--- src/rtl/rggen_axi4lite_bridge.sv ---
// AXI4-Lite to native register-bus bridge.
// Accepts one write (AW+W together) or one read (AR) at a time, issues a single bus access,
// then returns the B or R response before accepting the next transaction.
module rggen_axi4lite_bridge #(
   parameter int unsigned ID_WIDTH      = 0,
   parameter int unsigned ADDRESS_WIDTH = 8,
   parameter int unsigned BUS_WIDTH     = 32
) (
   input  logic                                       i_clk,
   input  logic                                       i_rst,
   input  logic                                       i_awvalid,
   output logic                                       o_awready,
   input  logic [((ID_WIDTH > 0) ? ID_WIDTH : 1)-1:0] i_awid,
   input  logic [ADDRESS_WIDTH-1:0]                   i_awaddr,
   input  logic                                       i_wvalid,
   output logic                                       o_wready,
   input  logic [BUS_WIDTH-1:0]                       i_wdata,
   input  logic [BUS_WIDTH/8-1:0]                     i_wstrb,
   output logic                                       o_bvalid,
   input  logic                                       i_bready,
   output logic [((ID_WIDTH > 0) ? ID_WIDTH : 1)-1:0] o_bid,
   output logic [1:0]                                 o_bresp,
   input  logic                                       i_arvalid,
   output logic                                       o_arready,
   input  logic [((ID_WIDTH > 0) ? ID_WIDTH : 1)-1:0] i_arid,
   input  logic [ADDRESS_WIDTH-1:0]                   i_araddr,
   output logic                                       o_rvalid,
   input  logic                                       i_rready,
   output logic [((ID_WIDTH > 0) ? ID_WIDTH : 1)-1:0] o_rid,
   output logic [1:0]                                 o_rresp,
   output logic [BUS_WIDTH-1:0]                       o_rdata,
   output logic                                       o_bus_valid,
   output logic                                       o_bus_write,
   output logic [ADDRESS_WIDTH-1:0]                   o_bus_address,
   output logic [BUS_WIDTH-1:0]                       o_bus_write_data,
   output logic [BUS_WIDTH/8-1:0]                     o_bus_strobe,
   input  logic                                       i_bus_ready,
   input  logic [1:0]                                 i_bus_status,
   input  logic [BUS_WIDTH-1:0]                       i_bus_read_data
);

   localparam int unsigned IdW   = (ID_WIDTH > 0) ? ID_WIDTH : 1;
   localparam int unsigned StrbW = BUS_WIDTH / 8;
   // Clears the byte-offset bits so the bus always sees a word-aligned address
   localparam logic [ADDRESS_WIDTH-1:0] AddrMask = ~ADDRESS_WIDTH'(StrbW - 1);

   typedef enum logic [1:0] {
      StIdle,
      StAccess,
      StWriteResp,
      StReadResp
   } state_e;

   state_e                   state_q;
   logic                     prio_read_q;   // 1: read wins the next conflict
   logic [IdW-1:0]           id_q;
   logic                     bus_valid_q;
   logic                     bus_write_q;
   logic [ADDRESS_WIDTH-1:0] bus_addr_q;
   logic [BUS_WIDTH-1:0]     bus_wdata_q;
   logic [StrbW-1:0]         bus_strb_q;
   logic                     bvalid_q;
   logic                     rvalid_q;
   logic [1:0]               status_q;
   logic [BUS_WIDTH-1:0]     rdata_q;

   logic write_req;
   logic write_grant;
   logic read_grant;
   logic accepting;

   // Arbitration: a lone requester always wins, a conflict goes to the type not served last
   always_comb begin
      write_req   = i_awvalid & i_wvalid;
      write_grant = write_req & (~i_arvalid | ~prio_read_q);
      read_grant  = i_arvalid & (~write_req | prio_read_q);
      accepting   = (state_q == StIdle) & ~i_rst;
   end

   // Ready is gated by reset so no handshake completes in a cycle the FSM discards
   assign o_awready = accepting & write_grant;
   assign o_wready  = accepting & write_grant;
   assign o_arready = accepting & read_grant;

   assign o_bid            = (ID_WIDTH > 0) ? id_q : '0;
   assign o_rid            = (ID_WIDTH > 0) ? id_q : '0;
   assign o_bvalid         = bvalid_q;
   assign o_rvalid         = rvalid_q;
   assign o_bresp          = status_q;
   assign o_rresp          = status_q;
   assign o_rdata          = rdata_q;
   assign o_bus_valid      = bus_valid_q;
   assign o_bus_write      = bus_write_q;
   assign o_bus_address    = bus_addr_q;
   assign o_bus_write_data = bus_wdata_q;
   assign o_bus_strobe     = bus_strb_q;

   // Transaction FSM with all outputs registered
   always_ff @(posedge i_clk) begin
      if (i_rst) begin
         state_q     <= StIdle;
         prio_read_q <= 1'b0;
         id_q        <= '0;
         bus_valid_q <= 1'b0;
         bus_write_q <= 1'b0;
         bus_addr_q  <= '0;
         bus_wdata_q <= '0;
         bus_strb_q  <= '0;
         bvalid_q    <= 1'b0;
         rvalid_q    <= 1'b0;
         status_q    <= '0;
         rdata_q     <= '0;
      end else begin
         unique case (state_q)
            StIdle: begin
               if (write_grant) begin
                  id_q        <= i_awid;
                  bus_addr_q  <= i_awaddr & AddrMask;
                  bus_wdata_q <= i_wdata;
                  bus_strb_q  <= i_wstrb;
                  bus_write_q <= 1'b1;
                  bus_valid_q <= 1'b1;
                  prio_read_q <= 1'b1;
                  state_q     <= StAccess;
               end else if (read_grant) begin
                  id_q        <= i_arid;
                  bus_addr_q  <= i_araddr & AddrMask;
                  bus_wdata_q <= '0;
                  bus_strb_q  <= '1;
                  bus_write_q <= 1'b0;
                  bus_valid_q <= 1'b1;
                  prio_read_q <= 1'b0;
                  state_q     <= StAccess;
               end
            end
            StAccess: begin
               if (i_bus_ready) begin
                  bus_valid_q <= 1'b0;
                  status_q    <= i_bus_status;
                  rdata_q     <= i_bus_read_data;
                  if (bus_write_q) begin
                     bvalid_q <= 1'b1;
                     state_q  <= StWriteResp;
                  end else begin
                     rvalid_q <= 1'b1;
                     state_q  <= StReadResp;
                  end
               end
            end
            StWriteResp: begin
               if (i_bready) begin
                  bvalid_q <= 1'b0;
                  state_q  <= StIdle;
               end
            end
            StReadResp: begin
               if (i_rready) begin
                  rvalid_q <= 1'b0;
                  state_q  <= StIdle;
               end
            end
            default: state_q <= StIdle;
         endcase
      end
   end

endmodule

--- config.mk ---
export PLATFORM = sky130hd
export DESIGN_NAME = rggen_axi4lite_bridge
export DESIGN_NICKNAME = d
export VERILOG_FILES = /design/src/rtl/rggen_axi4lite_bridge.sv
export SDC_FILE = /design/constraint.sdc
export NUM_CORES = 1
export LEC_CHECK = 0
export BUFFER_PORTS_ARGS = -buffer_cell sky130_fd_sc_hd__buf_2
export CORE_MARGIN = 5
export CORE_UTILIZATION = 40
export CTS_CLUSTER_DIAMETER = 100
export CTS_CLUSTER_SIZE = 16
export DETAILED_ROUTE_END_ITERATION = 12
export PLACE_DENSITY_LB_ADDON = 0.3
export SYNTH_ARGS = -nofsm -noshare
export SYNTH_HDL_FRONTEND = slang
export SYNTH_SLANG_ARGS = --single-unit
--- constraint.sdc ---
create_clock -name i_clk -period 1.2 [get_ports i_clk]
set_clock_uncertainty 0.05 [all_clocks]
set_input_delay 0.12 -clock i_clk [delete_from_list [all_inputs] [get_ports i_clk]]
set_output_delay 0.12 -clock i_clk [all_outputs]
set_load 0.005 [all_outputs]
==> impl_metrics.json <==
{
  "finalCriticalPeriod_ps": 1590,
  "switchingPower_uw": 1930,
  "ir_drop_v": 0.000651,
  "postLayoutCellArea_sq_um": 5930,
  "drtIter0Drc": 179,
  "ys_top_cells_by_count": "82 x dfxtp_1, 77 x a21oi_1, 76 x nand2_1",
  "antenna_found_initial": 0,
  "whs_ps": 18.8,
  "fmax_ghz": 0.628,
  "wirelength_um": 13400,
  "drtPass1Iterations": 4,
  "ff_latch_area_sq_um": 1650,
  "multi_input_area_sq_um": 1680,
  "finalWeightedCongestion": 0.817,
  "ys_types": 31,
  "cp_top_family": "buffers and inverters",
  "status": "complete, but fails checks",
  "ys_seq_area_frac": 0.497,
  "pre_cts_slack_ps": -82.3,
  "clockBufferDepth": 2,
  "clock_latency_ps": 340,
  "dieArea_sq_um": 10200,
  "die_h_um": 101,
  "cp_cell_sequence": "buf_4 > nor2_4 > buf_12 > o2111a_1 > buf_2",
  "syn_to_final_growth_pct": 79.4,
  "cts_root_buf": "clkbuf_8",
  "ys_async_sr_fraction": 0,
  "route.detailed.drc": 0,
  "synthTopCellsByArea": "dfxtp_1 50%, a21oi_1 12%, nand2_1 8.6%",
  "grt_overflow": 0,
  "vias": 4059,
  "power_frac_seq": 0.442,
  "worstPathRequired_ps": 1030,
  "slew_violations": 0,
  "maxCapViolCount": 0,
  "io_pins": 185,
  "p_total_uw": 6730,
  "numCtsBuffers": 9,
  "rows": 33,
  "syn_area_per_cell_sq_um": 8.49,
  "cp.depth": 5,
  "path_clk_slew_ps": 80,
  "grt_max_degree": 36,
  "core_sq_um": 8130,
  "syn_area_sq_um": 3300,
  "crit_end": "o_arready",
  "endpoint_kind": "output port",
  "worst_slack_ps": -391,
  "cp_slowest_stage_delay_ps": 330,
  "final_hold_viol_count": 0,
  "p_sw_frac": 0.287,
  "n_fill_cell": 601,
  "hp-class": "primary input to flip-flop",
  "startpoint_type": "flip-flop",
  "ys_ff_latch": 82,
  "worst-path-buf-inv": 3,
  "grt_pass1_wl_um": 19400,
  "setup_viol": 83,
  "yosysMostFrequentCell": "dfxtp_1",
  "num_antenna_cells": 0,
  "path_max_fanout": 5,
  "io_buffers": 174,
  "dp_hpwl_um": 7130,
  "min_path_cells": 3,
  "synth_top_area_cell": "dfxtp_1",
  "power.density_nw_per_um2": 1130,
  "synth-main-ff-cell": "dfxtp_1",
  "r2r-end": "o_bus_strobe[2]$_SDFFE_PP0P_",
  "synth.top_cell.area_share": 0.497,
  "rr_worst_depth": 5,
  "synthCells": 389,
  "arrival_ps": 1420,
  "wl_per_cell_um": 17.5,
  "ant_nets": 0,
  "period_share": 1.33,
  "die_x_um": 101,
  "regToRegSetupSlack_ps": -190,
  "combinationalPowerShare": 0.268,
  "worstSetupStartpoint": "state_q[0]$_SDFFE_PP0P_",
  "p_int_uw": 4800,
  "placed_cell_area_sq_um": 4290,
  "clock_sinks": 82,
  "grt_use_total": 0.238,
  "violations": "negative setup slack",
  "p_leak_uw": 0.00255,
  "cts_tree": "built",
  "nets": 751,
  "rsz0062_at_grt": "true",
  "ctsHtreeMaxLevel": 3,
  "grt_pass1_vias": 3971,
  "initial_core_util": 0.406,
  "yosys_warnings": 0,
  "critPathKind": "flip-flop to output port",
  "critPathSlowestCell": "dfxtp_2",
  "rr_startpoint": "state_q[0]$_SDFFE_PP0P_",
  "clkPwrFrac": 0.290,
  "via_per_inst": 5.31,
  "synth_edf_count": 0,
  "drive_gt1_frac": 0.495
}
[worst min path at each step]
stage | start | end | slack (ps)
after global routing | i_bready | state_q[1]$_SDFFE_PP0P_ | 10
after floorplan | i_bus_read_data[0] | o_rdata[0]$_SDFFE_PP0P_ | 210
final | i_araddr[7] | o_bus_address[7]$_SDFFE_PP0P_ | 20
after detailed placement | i_bus_read_data[9] | o_rdata[9]$_SDFFE_PP0P_ | 320
after CTS | i_araddr[7] | o_bus_address[7]$_SDFFE_PP0P_ | 2
after global placement | i_bus_read_data[8] | o_rdata[8]$_SDFFE_PP0P_ | 310
[flip-flops by register name, summed over array words and instances (netlist names), 2 cells and up]
register	cells
o_bus_write_data	32
o_rdata	32
o_bus_address	6
o_bus_strobe	4
o_bresp	2
state_q	2
[cell families (layout without fill, tap and decap cells)]
logic type      after synthesis  after routing  synth area share
compound gates              133            133             0.225
buf+inv                      47            314            0.0886
flops                        82             82             0.497
other cells                   1              4           0.00113
simple gates                126            127             0.189
[layout make-up]
class / instances / area share
inverter: 3 / 0.00190
sequential: 82 / 0.277
clock buffer: 11 / 0.0222
multi-input combinational: 264 / 0.284
tap: 105 / 0.0222
clock inverter: 5 / 0.00928
timing repair buffer: 295 / 0.383
[power by group through the flow]
stage | Sequential [uW] | Combinational, uW | Clock (uW)
after global placement | 3020 | 1100 | 0
final | 2970 | 1800 | 1950
after detailed placement | 3020 | 1120 | 0
after floorplan | 3040 | 603 | 0
after global routing | 2990 | 1930 | 2110
after CTS | 2960 | 1580 | 1980
[metal layers]
metal,vias up,track usage,share of wire
met2,183,0.433,0.53
li1,1915,-,-
met3,34,0.0623,0.072
met1,1927,0.261,0.37
met5,-,0,0
met4,0,0.0982,0.026
[worst reg2reg max path: cells and delay by family (launching register included)]
kind                   cells  cell delay (ps)
AO/OA/AOI/OAI              1              290
flip-flops                 1              330
AND/OR/NAND/NOR            2              290
buffers and inverters      2              330
[through the flow]
step / cells / utilization / setup TNS (ps)
5_1_grt: 765 / 0.729 / -16270
3_3_place_gp: 650 / 0.528 / -735
3_5_place_dp: 650 / 0.528 / -2760
4_1_cts: 759 / 0.685 / -12120
6_report: 765 / 0.729 / -12130
2_1_floorplan: 392 / - / -2080
[what timing repair did]
action	in CTS	in global routing
endpoints found under the hold margin	75	0
hold buffers	78	0
buffers inserted	8	7
pin swaps	7	30
setup endpoints to repair	83	85
cloned	7	3
gates resized for setup	24	91
[cell usage in the layout, fill, tap and decap left out, types with 2 or more instances in the layout]
cell,netlist,routed
dfxtp_1,82,79
clkbuf_16,0,3
inv_1,3,3
a311oi_1,6,6
buf_16,0,4
dlygate4sd3_1,0,78
nand2_1,76,53
dfxtp_2,0,3
clkbuf_1,10,2
buf_4,12,18
o21ai_1,30,10
conb_1,1,4
a21oi_1,77,45
o21ai_2,0,23
o221a_2,4,4
clkinvlp_4,0,2
o21ai_0,9,6
nand3_1,8,7
buf_12,0,9
a21oi_2,0,32
clkinv_2,0,2
buf_2,15,173
nand4_1,32,32
nor2_4,1,2
nand2_2,0,22
clkbuf_8,0,9
buf_8,0,3
buf_6,7,7
Note: power is estimated with default switching activity, not from simulation.
